**src/rtl/mem_ctrl.sv**
```systemverilog
// Single-port byte-wide RAM arbiter between instruction fetch and the MEM stage.
// IF reads pass straight through; MEM loads/stores are sequenced a byte per cycle and stall the pipeline.
module mem_ctrl #(
  parameter int ADDR_W = 32
) (
  input  logic              clk,
  input  logic              rst,
  input  logic              if_request,
  input  logic [ADDR_W-1:0] if_addr,
  output logic [7:0]        mem_ctrl_data,
  output logic [1:0]        if_or_mem_o,
  input  logic [1:0]        mem_request,
  input  logic [ADDR_W-1:0] mem_addr,
  input  logic [31:0]       mem_wdata,
  input  logic [1:0]        mem_width,
  output logic [31:0]       mem_rdata_o,
  output logic              mem_done_o,
  output logic              stall_req_o,
  input  logic [7:0]        ram_din,
  output logic [7:0]        ram_dout,
  output logic [ADDR_W-1:0] ram_addr,
  output logic              ram_wr
);

  typedef enum logic [1:0] {IDLE, READ, WRITE, DONE} state_t;

  state_t            state, state_nxt;
  logic [2:0]        cnt;
  logic [2:0]        n_q;
  logic [2:0]        n_sel;
  logic [1:0]        cap_idx;
  logic [ADDR_W-1:0] addr_q;
  logic [ADDR_W-1:0] last_if_addr;
  logic [31:0]       wdata_q;
  logic              mem_load, mem_store, mem_req;

  assign mem_load      = (mem_request == 2'b01);
  assign mem_store     = (mem_request == 2'b10);
  assign mem_req       = mem_load | mem_store;
  assign mem_ctrl_data = ram_din;
  // Byte issued at cnt-1 is on ram_din while cnt is current; cnt==N wraps to lane 3.
  assign cap_idx       = cnt[1:0] - 2'd1;

  always_comb begin
    unique case (mem_width)
      2'b00:   n_sel = 3'd1;
      2'b01:   n_sel = 3'd2;
      default: n_sel = 3'd4;
    endcase
  end

  // NOTE: every output gets a default before the case so no path leaves it unassigned (no latches).
  always_comb begin
    state_nxt   = state;
    ram_addr    = '0;
    ram_wr      = 1'b0;
    ram_dout    = '0;
    if_or_mem_o = 2'b00;
    stall_req_o = 1'b0;
    unique case (state)
      IDLE: begin
        ram_addr = if_addr;
        if (mem_req) begin
          stall_req_o = 1'b1;
          if_or_mem_o = 2'b10;
          state_nxt   = mem_load ? READ : WRITE;
        end else if (if_request) begin
          if_or_mem_o = 2'b01;
        end
      end
      READ: begin
        stall_req_o = 1'b1;
        if_or_mem_o = 2'b10;
        ram_addr    = addr_q + ADDR_W'(cnt);
        if (cnt == n_q) state_nxt = DONE;
      end
      WRITE: begin
        stall_req_o = 1'b1;
        if_or_mem_o = 2'b10;
        ram_wr      = 1'b1;
        ram_addr    = addr_q + ADDR_W'(cnt);
        ram_dout    = wdata_q[{cnt[1:0], 3'b000} +: 8];
        if (cnt == n_q - 3'd1) state_nxt = DONE;
      end
      DONE: begin
        // Re-fetch the byte IF had in flight when MEM took the bus.
        if_or_mem_o = 2'b10;
        ram_addr    = last_if_addr;
        state_nxt   = IDLE;
      end
      default: state_nxt = IDLE;
    endcase
    // Reset blanks the bus immediately so an aborted store cannot write further bytes.
    if (rst) begin
      ram_addr    = '0;
      ram_wr      = 1'b0;
      ram_dout    = '0;
      if_or_mem_o = 2'b00;
      stall_req_o = 1'b0;
    end
  end

  // NOTE: sequential state uses non-blocking assignments so all flops update from pre-edge values.
  always_ff @(posedge clk or posedge rst) begin
    if (rst) begin
      state        <= IDLE;
      cnt          <= '0;
      n_q          <= 3'd1;
      addr_q       <= '0;
      wdata_q      <= '0;
      last_if_addr <= '0;
      mem_rdata_o  <= '0;
      mem_done_o   <= 1'b0;
    end else begin
      state      <= state_nxt;
      mem_done_o <= (state_nxt == DONE);
      unique case (state)
        IDLE: begin
          if (mem_req) begin
            addr_q  <= mem_addr;
            wdata_q <= mem_wdata;
            n_q     <= n_sel;
            cnt     <= '0;
            if (mem_load) mem_rdata_o <= '0;
          end else if (if_request) begin
            last_if_addr <= if_addr;
          end
        end
        READ: begin
          cnt <= cnt + 3'd1;
          if (cnt != 3'd0) mem_rdata_o[{cap_idx, 3'b000} +: 8] <= ram_din;
        end
        WRITE:   cnt <= cnt + 3'd1;
        DONE:    cnt <= '0;
        default: cnt <= '0;
      endcase
    end
  end

endmodule

```
**config.mk**
```make
export PLATFORM = sky130hd
export DESIGN_NAME = mem_ctrl
export DESIGN_NICKNAME = d
export VERILOG_FILES = /design/src/rtl/mem_ctrl.sv
export SDC_FILE = /design/constraint.sdc
export NUM_CORES = 1
export LEC_CHECK = 0
export CAP_MARGIN = 20
export CORE_UTILIZATION = 36
export CTS_CLUSTER_SIZE = 14
export DETAILED_ROUTE_END_ITERATION = 8
export HOLD_SLACK_MARGIN = 0.1
export PLACE_DENSITY = 0.66
export SLEW_MARGIN = 20
export SYNTH_ARGS = -nofsm -noshare
export SYNTH_HDL_FRONTEND = slang
export SYNTH_SLANG_ARGS = --single-unit
export TNS_END_PERCENT = 10
```
**constraint.sdc**
```tcl
create_clock -name clk -period 12.2 [get_ports clk]
set_input_delay 3.66 -clock clk [delete_from_list [all_inputs] [get_ports clk]]
set_output_delay 3.66 -clock clk [all_outputs]
set_load 0.01 [all_outputs]
```
Word level (Yosys, flattened, before mapping)
Cells that the tools add are included.
{ "classes": {"n_reduce_logical": 9, "shifts": 3, "addsub": 5, "eq_ne": 12, "mux": 26, "n_bitwise": 2} }
{ "ops": {"columns": ["cell", "n"], "rows": [
  ["32-bit two-way mux", 4],
  ["32-bit one-hot mux with 3 select lines", 1],
  ["32-bit one-hot mux with 2 select lines", 1],
  ["32-bit by 3-bit adder with 32-bit output", 1],
  ["32-bit bitwise mux", 1],
  ["8-bit by 7-bit variable shift with 32-bit output, first input constant", 1],
  ["32-bit by 6-bit variable part select with 8-bit output", 1],
  ["8-bit by 7-bit variable part select with 32-bit output", 1],
  ["8-bit two-way mux", 2],
  ["2-bit two-way mux", 6],
  ["3-bit one-hot mux with 3 select lines", 1],
  ["2-bit equality test, second input constant", 4],
  ["2-bit one-hot mux with 4 select lines", 1],
  ["5-bit negator with 7-bit output", 1],
  ["2-bit by 1-bit equality test with 1-bit output, second input constant", 3],
  ["3-bit equality test", 2],
  ["2-bit != test, second input constant", 3],
  ["3-bit one-hot mux with 2 select lines", 1],
  ["1-bit two-way mux", 5],
  ["2-bit zero test", 2],
  ["2-bit one-hot mux with 2 select lines", 1],
  ["4-bit AND reduction", 1],
  ["3-bit by 1-bit adder with 3-bit output, second input constant", 1],
  ["3-bit two-way mux", 1],
  ["11 further kinds", 11]
]} }
{ "totals": {"word_cells": 65, "out_inout_bits": 85, "ff_bits": 137} }

Logic depth before layout (Yosys ltp)
{ "logic_depth": {"ltp_word": 6, "ltp_mapped": 9, "depth_no_buf": 8} }

Worst setup path before layout
Ideal clock, no wire load.
{ "synth_path": {"path_type": "in2out", "startpoint": "input port rst", "endpoint": "output port ram_addr[13]", "arrival_ns": 8.750, "cell_stages": 4, "setup_slack_ns": -0.210, "path_cell_list": "inv_1 > clkbuf_1 > o21ai_0 > a21oi_1"} }
{ "synth_via": {"elab_chain_len": 1} }
{ "synth_lines": {"columns": ["element", "line_no", "text"], "rows": [
  ["start, declared", "7", "input logic rst,"],
  ["32-bit two-way mux", "94", "if (rst) begin"],
  ["end, declared", "21", "output logic [ADDR_W-1:0] ram_addr,"]
]} }
No other way between the ends.

Final worst setup path
{ "layout_path": {"startpoint": "input port rst", "endpoint": "output port ram_addr[31]"} }
Same word-level chain as after synthesis.

==> impl_metrics.ini <==
[cells_and_area]
fin_nets = 978
fillCellCount = 1900
drive_gt1_share_pct = 18.4
area_growth_pct = 35.8
layout_commonest_cell = clkdlybuf4s50_1
layout_common_cells = clkdlybuf4s50_1, dfrtp_1, mux2_2

[routing]
drtPass1Iterations = 5
wl_per_cell_um = 17.9
drtIter0Drc = 293
drt-total-wl_um = 20300
final_antenna_net_count = 0
vias_per_cell = 5.16
post-route-drc-count = 0
vias = 5857

[timing]
clock_skew_ns = 0.0155
finalCritPeriodShare_pct = 80.0
hold_violations = 0
max_clock_freq_mhz = 102
worst_slew_pin_slew_ns = 1.03
final_max_slew_viol_count = 0
rsz0062_at_grt = false
layout_min_cycle_time_ns = 9.76
relSlewSlack_pct = 31.4
fin_tns_setup_ns = 0
setup_viol = 0
layout_setup_ws_ns = 2.44

[global_routing]
grt_pass1_vias = 5723
antenna_found_initial = 2
gr-usage-all-layers_pct = 19.5
grt_pass1_wl_um = 32200
grt_overflow = 0
grt_max_degree = 158

[placed_design]
dp_hpwl_um = 13900
pre_cts_slack_ns = 2.43
place_congestion = 0.826
portBuffers = 195

[synthesis]
yosys.area.top_type = dfrtp_1
synthCells = 680
async_reset_ff_share_pct = 100
yosysWarnings = 0
post_synth.cell_area_avg_um2 = 11.0
synth_area_leaders = dfrtp_1, mux2_2, ha_1
ys.flop_type = dfrtp_1
ys_seq_elements = 137
syn-cell-area_um2 = 7460
synth_cell_types = 74
yosysSeqAreaShare_pct = 46.0
synth_fp_nets = 809
synth_edf_count = 0
synth_top_cell_area_share_pct = 45.6

[floorplan]
die_area_um2 = 21300
core_area_um2 = 20300
ios = 196
num_rows = 52
fp.dieW_um = 146
die_height_um = 146
initial_core_util_pct = 36.8

[hold_path]
worstHoldStart = last_if_addr[26]$_DFFE_PP0P_
holdPathStages = 2
hold_class = reg2reg

[setup_path]
crit_type = in2out
cp_common_cell = clkdlybuf4s50_1
cp-end-kind = output port
crit_chain = clkdlybuf4s50_1 -> buf_4 -> inv_6 -> nand2_1 -> a21oi_1 -> or3b_1 -> o211ai_2 -> clkdlybuf4s50_1
required_ns = 8.54
regToRegStartpoint = state[1]$_DFF_PP0_
cp_slowest_cell = clkdlybuf4s50_1
cp_slowest_stage_delay_ns = 0.55
cp_max_fo = 25
rr_worst_depth = 6
arrival_ns = 6.10
cp-startpoint = rst
start_kind = primary input

[clock_network]
cts.sinks = 137
tritoncts = yes
clk_path_buf_depth = 2
post_cts_buffers = 0
root_buffer = clkbuf_16
cts.repair.resized = 0
cts.clk_slew.worst_paths_ns = 0.06
clk_latency_ns = 0.42
holdBufCountCts = 0
cts_buffers = 17
htreeDepth = 4

[power_and_ir_drop]
p_per_area_nw_per_um2 = 230
ir_worst_vdd_v = 0.000153
power_leakage_nw = 4.09

[status]
status = finished, final reports clean

[flow_run]
maxCapViolCount = 0
## path summary, 6_finish.rpt
check                      slack, ns                            to
setup / recovery                2.44                  ram_addr[31]
hold / removal                  0.49  last_if_addr[26]$_DFFE_PP0P_
setup reg to reg                8.66        wdata_q[5]$_DFFE_PP0P_
hold reg to reg                 0.49  last_if_addr[26]$_DFFE_PP0P_
max in group asynchronous       7.51            cnt[2]$_DFFE_PP0P_
min in group asynchronous       4.00        addr_q[19]$_DFFE_PP0P_
## critical path: cells and delay by family
family          cells  cell delay [ns]
compound gates      2             0.48
buf+inv             4             1.29
simple gates        2             0.65
## cell type report
class                           count  area, µm²  area share (%)
Antenna cell                        2       5.00          0.0494
Clock buffer                       21        460            4.54
Clock inverter                     11       98.8           0.975
Inverter                           44        170            1.68
Multi-Input combinational cell    449       3630            35.8
Sequential cell                   137       3430            33.8
Tap cell                          270        338            3.33
Timing Repair Buffer              200       2000            19.8
## where the power goes
| part | switching, mW | leakage, nW | internal, mW |
|---|---|---|---|
| clock | 0.199 | 0.269 | 0.290 |
| sequential | 0.140 | 1.70 | 0.636 |
| combinational | 0.530 | 2.12 | 0.533 |
| total | 0.869 | 4.09 | 1.46 |
## registers in the layout, indices dropped and copies added, names as in the netlist
| signal | count |
|---|---|
| addr_q | 32 |
| cnt | 3 |
| last_if_addr | 32 |
| mem_done_o | 1 |
| mem_rdata_o | 32 |
| n_q | 3 |
| state | 2 |
| wdata_q | 32 |
## synth_stat cells (5+ instances only)
cell type / count
a22oi_1: 6
buf_2: 13
a221oi_1: 10
a22o_1: 16
nand3_1: 29
xor2_1: 5
dfrtp_1: 136
and3_1: 11
a21oi_1: 25
ha_1: 17
nor4_1: 5
buf_1: 7
o211ai_1: 6
clkbuf_1: 18
mux2_2: 86
and2_1: 5
nand4_1: 8
xnor2_1: 17
nor3_1: 10
o21ai_1: 24
nand2_1: 34
mux4_2: 8
o21ai_0: 26
nor2_1: 25
o31a_1: 5
inv_1: 43
buf_4: 11
## through the flow
step                      utilization (%)  hold WS [ns]  std cells  power, mW  cell area (µm²)
after CTS                            49.9         0.491       1132       2.35            10100
after global placement               47.1         0.465       1100       1.83             9570
final                                49.9         0.489       1134       2.33            10100
after floorplan                         -         0.450        680       1.48             7460
after global routing                 49.9         0.507       1134       2.49            10100
after detailed placement             47.1         0.474       1100       1.85             9570
## metal layers
layer	vias up	global-route usage [%]	wire length, µm
met1	2845	26.3	9030
met2	172	30.7	9780
li1	2822	-	-
met4	0	7.14	340
met3	18	4.36	1110
met5	-	0	0
## cells by family (layout without fill, tap and decap cells)
kind of cell	after synthesis	after routing	share of synthesized area [%]
buf+inv	94	276	5.60
other cells	0	2	0
compound gates	151	151	14.3
xor+xnor	22	22	2.58
fa+ha+maj	18	18	3.12
mux	96	96	15.7
flops	137	137	46.0
simple gates	162	162	12.8
No activity file was read; power rests on OpenSTA's default activity.
